`src/rtl/leaf_out_merge_pkg.sv`:
```
// rtl/leaf_out_merge_pkg.sv - shared constants and helpers for the leaf output merge
`define LEAF_XFER(vld, ack) ((vld) && (ack))
`define LEAF_SLICE(bus, i, w) bus[(i)*(w) +: (w)]

package leaf_out_merge_pkg;

  localparam int DEF_PAYLOAD_BITS  = 32;
  localparam int DEF_NUM_PORT_BITS = 4;
  localparam int DEF_CREDIT_BITS   = 8;

  // Never returns 0 so that a single-channel build still gets a 1-bit index.
  function automatic int leaf_clog2(input int value);
    int r;
    r = 1;
    for (int i = 1; i < 32; i++) begin
      if ((1 << i) < value) r = i + 1;
    end
    return r;
  endfunction

endpackage

```
`src/rtl/leaf_sync_fifo.sv`:
```
// rtl/leaf_sync_fifo.sv - first-word-fall-through synchronous FIFO with occupancy count
module leaf_sync_fifo #(
  parameter int WIDTH      = 32,
  parameter int DEPTH_BITS = 2
) (
  input  logic                  clk_i,
  input  logic                  rst_i,
  input  logic                  push_i,
  input  logic [WIDTH-1:0]      din_i,
  input  logic                  pop_i,
  output logic [WIDTH-1:0]      dout_o,
  output logic                  full_o,
  output logic                  empty_o,
  output logic [DEPTH_BITS:0]   count_o
);

  localparam int DEPTH = 1 << DEPTH_BITS;

  logic [WIDTH-1:0]      mem_q [DEPTH];
  logic [DEPTH_BITS-1:0] wr_ptr_q, wr_ptr_d;
  logic [DEPTH_BITS-1:0] rd_ptr_q, rd_ptr_d;
  logic [DEPTH_BITS:0]   count_q, count_d;
  logic                  do_push, do_pop;

  assign full_o  = (count_q == (DEPTH_BITS + 1)'(DEPTH));
  assign empty_o = (count_q == '0);
  assign count_o = count_q;
  assign dout_o  = mem_q[rd_ptr_q];

  assign do_push = push_i && !full_o;
  assign do_pop  = pop_i && !empty_o;

  always_comb begin
    wr_ptr_d = wr_ptr_q;
    rd_ptr_d = rd_ptr_q;
    count_d  = count_q;
    if (do_push) wr_ptr_d = wr_ptr_q + DEPTH_BITS'(1);
    if (do_pop)  rd_ptr_d = rd_ptr_q + DEPTH_BITS'(1);
    if (do_push && !do_pop)      count_d = count_q + (DEPTH_BITS + 1)'(1);
    else if (do_pop && !do_push) count_d = count_q - (DEPTH_BITS + 1)'(1);
  end

  always_ff @(posedge clk_i or posedge rst_i) begin
    if (rst_i) begin
      wr_ptr_q <= '0;
      rd_ptr_q <= '0;
      count_q  <= '0;
    end else begin
      wr_ptr_q <= wr_ptr_d;
      rd_ptr_q <= rd_ptr_d;
      count_q  <= count_d;
    end
  end

  // Storage needs no reset: the pointers and count alone decide what is visible.
  always_ff @(posedge clk_i) begin
    if (do_push) mem_q[wr_ptr_q] <= din_i;
  end

endmodule

```
`src/rtl/leaf_out_merge.sv`:
```
// rtl/leaf_out_merge.sv - per-channel FIFOs merged round-robin into one credit-gated tagged stream
module leaf_out_merge
  import leaf_out_merge_pkg::*;
#(
  parameter int NUM_CH          = 3,
  parameter int PAYLOAD_BITS    = DEF_PAYLOAD_BITS,
  parameter int NUM_PORT_BITS   = DEF_NUM_PORT_BITS,
  parameter int FIFO_DEPTH_BITS = 2,
  parameter int CREDIT_BITS     = DEF_CREDIT_BITS,
  parameter int INIT_CREDIT     = 64
) (
  input  logic                           clk_user,
  input  logic                           reset,
  input  logic [NUM_CH*PAYLOAD_BITS-1:0] din_user,
  input  logic [NUM_CH-1:0]              vld_user,
  output logic [NUM_CH-1:0]              ack_user,
  output logic [PAYLOAD_BITS-1:0]        dout,
  output logic [NUM_PORT_BITS-1:0]       dout_port,
  output logic                           dout_vld,
  input  logic                           dout_ack,
  input  logic                           credit_upd_vld,
  input  logic [NUM_PORT_BITS-1:0]       credit_upd_port,
  input  logic [CREDIT_BITS-1:0]         credit_upd_val,
  output logic [NUM_CH-1:0]              credit_zero
);

  localparam int IDX_BITS = leaf_clog2(NUM_CH);
  localparam logic [CREDIT_BITS-1:0] CREDIT_MAX = '1;
  localparam logic [CREDIT_BITS-1:0] CREDIT_RST = CREDIT_BITS'(INIT_CREDIT);

  logic [PAYLOAD_BITS-1:0]    fifo_dout  [NUM_CH];
  logic [FIFO_DEPTH_BITS:0]   fifo_count [NUM_CH];
  logic [NUM_CH-1:0]          fifo_full, fifo_empty, fifo_push, fifo_pop, eligible;
  logic [CREDIT_BITS-1:0]     credit_q [NUM_CH];
  logic [CREDIT_BITS-1:0]     credit_d [NUM_CH];
  logic [IDX_BITS-1:0]        last_grant_q, last_grant_d, grant_idx, cand;
  logic                       grant_any, load;
  logic [PAYLOAD_BITS-1:0]    dout_q, dout_d;
  logic [NUM_PORT_BITS-1:0]   dout_port_q, dout_port_d;
  logic                       dout_vld_q, dout_vld_d;

  assign ack_user  = ~fifo_full;
  assign dout      = dout_q;
  assign dout_port = dout_port_q;
  assign dout_vld  = dout_vld_q;

  for (genvar i = 0; i < NUM_CH; i++) begin : g_ch
    logic                 upd_hit;
    logic [CREDIT_BITS:0] credit_sum;
    logic                 fifo_count_unused;

    assign fifo_push[i] = `LEAF_XFER(vld_user[i], ack_user[i]);
    assign fifo_pop[i]  = load && (grant_idx == IDX_BITS'(i));

    leaf_sync_fifo #(
      .WIDTH      (PAYLOAD_BITS),
      .DEPTH_BITS (FIFO_DEPTH_BITS)
    ) u_fifo (
      .clk_i   (clk_user),
      .rst_i   (reset),
      .push_i  (fifo_push[i]),
      .din_i   (`LEAF_SLICE(din_user, i, PAYLOAD_BITS)),
      .pop_i   (fifo_pop[i]),
      .dout_o  (fifo_dout[i]),
      .full_o  (fifo_full[i]),
      .empty_o (fifo_empty[i]),
      .count_o (fifo_count[i])
    );

    assign fifo_count_unused = ^fifo_count[i];
    assign eligible[i]       = !fifo_empty[i] && (credit_q[i] != '0);
    assign credit_zero[i]    = (credit_q[i] == '0);

    // One extra bit catches overflow; a grant only happens at credit >= 1, so no underflow.
    assign upd_hit    = credit_upd_vld && (credit_upd_port == NUM_PORT_BITS'(i));
    assign credit_sum = {1'b0, credit_q[i]}
                      + (upd_hit ? {1'b0, credit_upd_val} : '0)
                      - (CREDIT_BITS + 1)'(fifo_pop[i]);
    assign credit_d[i] = credit_sum[CREDIT_BITS] ? CREDIT_MAX : credit_sum[CREDIT_BITS-1:0];
  end

  // Walk downward so the last hit is the first eligible channel after last_grant.
  always_comb begin
    grant_any = 1'b0;
    grant_idx = '0;
    cand      = '0;
    for (int k = NUM_CH; k >= 1; k--) begin
      cand = IDX_BITS'((int'(last_grant_q) + k) % NUM_CH);
      if (eligible[cand]) begin
        grant_any = 1'b1;
        grant_idx = cand;
      end
    end
  end

  always_comb begin
    load         = grant_any && (!dout_vld_q || dout_ack);
    dout_d       = dout_q;
    dout_port_d  = dout_port_q;
    dout_vld_d   = dout_vld_q;
    last_grant_d = last_grant_q;
    if (load) begin
      dout_d       = fifo_dout[grant_idx];
      dout_port_d  = NUM_PORT_BITS'(grant_idx);
      dout_vld_d   = 1'b1;
      last_grant_d = grant_idx;
    end else if (dout_ack) begin
      dout_vld_d = 1'b0;
    end
  end

  always_ff @(posedge clk_user or posedge reset) begin
    if (reset) begin
      dout_q       <= '0;
      dout_port_q  <= '0;
      dout_vld_q   <= 1'b0;
      last_grant_q <= IDX_BITS'(NUM_CH - 1);
      for (int i = 0; i < NUM_CH; i++) credit_q[i] <= CREDIT_RST;
    end else begin
      dout_q       <= dout_d;
      dout_port_q  <= dout_port_d;
      dout_vld_q   <= dout_vld_d;
      last_grant_q <= last_grant_d;
      for (int i = 0; i < NUM_CH; i++) credit_q[i] <= credit_d[i];
    end
  end

endmodule

```
`config.mk`:
```
export PLATFORM = sky130hd
export DESIGN_NAME = leaf_out_merge
export DESIGN_NICKNAME = d
export VERILOG_FILES = /design/src/rtl/leaf_out_merge_pkg.sv /design/src/rtl/leaf_sync_fifo.sv /design/src/rtl/leaf_out_merge.sv
export SDC_FILE = /design/constraint.sdc
export NUM_CORES = 1
export LEC_CHECK = 0
export CAP_MARGIN = 20
export CORE_MARGIN = 4
export CORE_UTILIZATION = 50
export DETAILED_ROUTE_END_ITERATION = 8
export GPL_ROUTABILITY_DRIVEN = 0
export PLACE_DENSITY = 0.65
export SYNTH_ARGS = -nofsm -noshare
export SYNTH_HDL_FRONTEND = slang
export SYNTH_HIERARCHICAL = 1
export SYNTH_SLANG_ARGS = --single-unit
```
`constraint.sdc`:
```
create_clock -name clk_user -period 21.3 [get_ports clk_user]
set_clock_uncertainty 0.2 [all_clocks]
set_input_delay 4.26 -clock clk_user [delete_from_list [all_inputs] [get_ports clk_user]]
set_output_delay 4.26 -clock clk_user [all_outputs]
set_load 0.02 [all_outputs]
```
==> reports/results.env <==
PLACEMENT_ROWS=96
POST-PLACE-WS_PS=1210
CRIT_FANOUT=19
N_FILL_CELL=5834
R2R_END='credit_q[4]'
DIE_AREA_SQ_MM=0.0736
GLOBALROUTEOVERFLOWTOTAL=0
CRITICALPATHCATEGORY='reg2reg'
GRT_SETUP_UNREPAIRED='no'
R2R_SLACK_PS=1620
HPWL_AFTER_DPL_UM=67100
DRIVE_ABOVE_1_SHARE=0.0979
WORST_SETUP_PATH_STARTPOINT='last_grant_q[2]'
ROUTED_VIA_DENSITY=6.35
ROOT_BUFFER='sky130_fd_sc_hd__clkbuf_16'
IOS=158
RESIDUAL_DRC_COUNT=0
FINAL-SEQ-AREA_SQ_MM=0.0143
SYNTHARSTFLOPSHARE=0.224
DIEWIDTH_UM=271
AREA_GROWTH_PCT=10.9
CLK_PIN_SLEW_PS=70
REPORT.FINAL.SETUP_VIOL=0
ROUTE.ANTENNA.REMAINING_NETS=0
RR_WORST_DEPTH=70
SYNTH_AREA_PER_CELL_SQ_UM=10.4
YS.FLOP_TYPE='sky130_fd_sc_hd__edfxtp_1'
TIMING.CRITICAL_PATH.REQUIRED_PS=21560
NUMCTSBUFFERS=48
SYNTH_CELL_TYPES=129
RR_STARTPOINT='last_grant_q[2]'
TIMING.CRITICAL_PATH.SLOWEST_CELL_DELAY_PS=840
PIN_COUNT_OF_THE_BIGGEST_NET_ENTERING_GLOBAL_ROUTING=65
HTREEDEPTH=2
CLOCK_SINK_COUNT=495
TOTALNEGATIVESETUPSLACK_PS=0
DRTPASS1ITERATIONS=6
SYNTH_SEQ_CELLS=495
ROUTED_WIRELENGTH_UM=93000
HOLD-PATH-CELL-COUNT=2
RESULT_OF_THE_RUN='finished clean'
TIMING_HOLD_VIOLATIONS_FINAL=0
SYNTH_AREA_SQ_MM=0.0347
DIE-HEIGHT_UM=271
MAX-SLEW-MARGIN-REL=0.281
YS.WARNINGS.COUNT=6
INITIAL_CORE_UTIL=0.505
DESIGN.FINAL.NETS=3641
CRITICAL_PATH_START_TYPE='flip-flop'
TIMING.MAX_CAP.VIOLATIONS=0
GRT_ANTENNA_BEFORE_REPAIR=9
CRIT_PATH_END='credit_q[4]'
NETLIST_INSTANCES=3346
TRITONCTS='built'
FIRST_GLOBAL_VIAS=27200
TIMING.FMAX_GHz=0.0508
ROUTE.DETAILED.WL_PER_INST_UM=21.1
PATH_COMMON_CELL='sky130_fd_sc_hd__ha_1'
SYNTHESIZED_NETLIST_NET_COUNT=3551
MULTIINPUTGATEAREA_SQ_MM=0.0190
CRIT_PATH_TOP_DELAY_CELL='sky130_fd_sc_hd__a22oi_1'
GR-USAGE-ALL-LAYERS=0.243
TIMING.HOLD.WORST.CLASS='reg2reg'
DRT-INITIAL-DRC-COUNT=2513
ROUTE.VIAS.TOTAL=28000
FINAL.PERIOD_UTILIZATION=0.924
SETUP.WORST_PATH.END_CLASS='flip-flop'
WORST-SLEW-PIN-TRANSITION_PS=1070
CTSLONGESTPATHBUFFERS=3
BUFFER_PORTS.INSERTED=157
TIMING.FINAL.WS_SETUP_PS=1620
PERIOD_MINUS_SLACK_PS=19680
REPORT.FINAL.SLEW_VIOL_COUNT=0
CLOCK_LATENCY_PS=610
SYNTH-SEQ-AREA-SHARE=0.413
TIMING.CRITICAL_PATH.ARRIVAL_PS=19950
SYNTH_EDF_COUNT=384
GLOBAL_ROUTE_WIRE_LENGTH_BEFORE_REPAIR_UM=147000
CORE_SQ_MM=0.0687
-- layout make-up --
| class | count | share of cell area |
|---|---|---|
| well taps | 931 | 0.0303 |
| clock buffers | 61 | 0.0328 |
| flip-flops and latches | 495 | 0.373 |
| inverters | 147 | 0.0144 |
| diodes | 2 | 0.000130 |
| multi-input cells | 2546 | 0.493 |
| clock inverters | 27 | 0.00729 |
| repair buffers | 198 | 0.0494 |
-- what timing repair did --
item,in CTS,in global routing
hold endpoints to repair,0,0
buffers inserted,0,0
setup endpoints to repair,0,24
resized for setup,0,7
hold buffers,0,0
-- placed cells by master, fill, tap and decap left out, types with 21 or more instances in the layout --
| master | instances |
|---|---|
| sky130_fd_sc_hd__o21ai_1 | 23 |
| sky130_fd_sc_hd__xor2_1 | 95 |
| sky130_fd_sc_hd__nor2_1 | 267 |
| sky130_fd_sc_hd__inv_1 | 145 |
| sky130_fd_sc_hd__or3_1 | 34 |
| sky130_fd_sc_hd__and3_1 | 34 |
| sky130_fd_sc_hd__ha_1 | 83 |
| sky130_fd_sc_hd__clkbuf_16 | 48 |
| sky130_fd_sc_hd__or4_1 | 29 |
| sky130_fd_sc_hd__nor3_1 | 98 |
| sky130_fd_sc_hd__a21oi_1 | 122 |
| sky130_fd_sc_hd__buf_4 | 38 |
| sky130_fd_sc_hd__a31oi_1 | 47 |
| sky130_fd_sc_hd__a221o_1 | 37 |
| sky130_fd_sc_hd__nand4_1 | 72 |
| sky130_fd_sc_hd__xnor2_1 | 196 |
| sky130_fd_sc_hd__a21o_1 | 43 |
| sky130_fd_sc_hd__mux2i_1 | 31 |
| sky130_fd_sc_hd__o31ai_1 | 24 |
| sky130_fd_sc_hd__dfrtp_1 | 102 |
| sky130_fd_sc_hd__o21ai_0 | 123 |
| sky130_fd_sc_hd__edfxtp_1 | 384 |
| sky130_fd_sc_hd__nor4_1 | 63 |
| sky130_fd_sc_hd__a211oi_1 | 31 |
| sky130_fd_sc_hd__nand2b_1 | 32 |
| sky130_fd_sc_hd__nand2_1 | 283 |
| sky130_fd_sc_hd__a22oi_1 | 39 |
| sky130_fd_sc_hd__clkdlybuf4s50_1 | 157 |
| sky130_fd_sc_hd__and2_1 | 66 |
| sky130_fd_sc_hd__o211ai_1 | 26 |
| sky130_fd_sc_hd__nand3_1 | 89 |
| sky130_fd_sc_hd__mux4_2 | 84 |
| sky130_fd_sc_hd__or2_2 | 21 |
-- sequential cells by signal (all words and copies together) (netlist names) --
register and count:
last_grant_q 32, g_ch.u_fifo/mem_q 384, g_ch.u_fifo/rd_ptr_q 6, dout_vld 1, credit_q 24, g_ch.u_fifo/count_o 9, dout 32, g_ch.u_fifo/wr_ptr_q 6
dout_port 1
-- synth_stat cells, drive strengths merged (84+ instances only) --
| cell | count | area, sq um |
|---|---|---|
| edfxtp | 384 | 11500 |
| o21ai | 148 | 748 |
| buf | 91 | 679 |
| nor2 | 272 | 1030 |
| xor2 | 96 | 848 |
| xnor2 | 202 | 1780 |
| mux4 | 96 | 2210 |
| ha | 84 | 1050 |
| dfrtp | 107 | 2680 |
| a21oi | 124 | 624 |
| inv | 147 | 552 |
| nand2 | 286 | 1080 |
| nand3 | 91 | 465 |
| nor3 | 107 | 588 |
-- routing by layer --
layer | wire (um) | part of all wire | GRT usage | vias to the layer above
met5 | 80 | 0.00086 | 0 | -
met4 | 3170 | 0.034 | 0.0806 | 12
met3 | 6560 | 0.071 | 0.0489 | 194
met2 | 45900 | 0.49 | 0.424 | 1002
met1 | 37200 | 0.40 | 0.304 | 13700
li1 | - | - | - | 13100
-- through the flow --
stage                      util  hold WS, ps  cells  area (sq um)
after floorplan               -          264   3346         34700
after global placement    0.536          274   4314         36800
after detailed placement  0.536          279   4314         36800
after CTS                 0.558          295   4402         38400
after global routing      0.559          324   4405         38400
final                     0.559          292   4407         38400
-- critical path, delay by kind of cell, from the launching register on --
family | cells | cell delay [ps]
adder cells (fa/ha/maj) | 8 | 2600
buffers and inverters | 6 | 770
AO/OA/AOI/OAI | 25 | 6810
flip-flops | 1 | 760
XOR/XNOR | 2 | 960
AND/OR/NAND/NOR | 29 | 7390
-- logic make-up (layout without fill, tap and decap cells) --
family,Yosys count,after routing,share of synthesized area
compound gates,801,801,0.174
buf+inv,305,433,0.0428
flops,495,495,0.413
other cells,0,2,0
xor+xnor,298,298,0.0759
fa+ha+maj,90,90,0.0338
simple gates,1211,1211,0.182
mux,146,146,0.0792
-- worst min path at each step --
stage | from | endpoint | slack, ps
4_1_cts | dout[18] | dout[18] | 290
2_1_floorplan | g_ch[0].u_fifo/count_o[2] | g_ch[0].u_fifo/count_o[2] | 260
6_report | dout[18] | dout[18] | 290
3_5_place_dp | dout[18] | dout[18] | 280
3_3_place_gp | dout[18] | dout[18] | 270
5_1_grt | g_ch[2].u_fifo/count_o[2] | g_ch[2].u_fifo/count_o[2] | 320
Power is left out: the tool's default activity adds up to more than one toggle a clock period on the data nets, which glitch-free logic cannot reach.
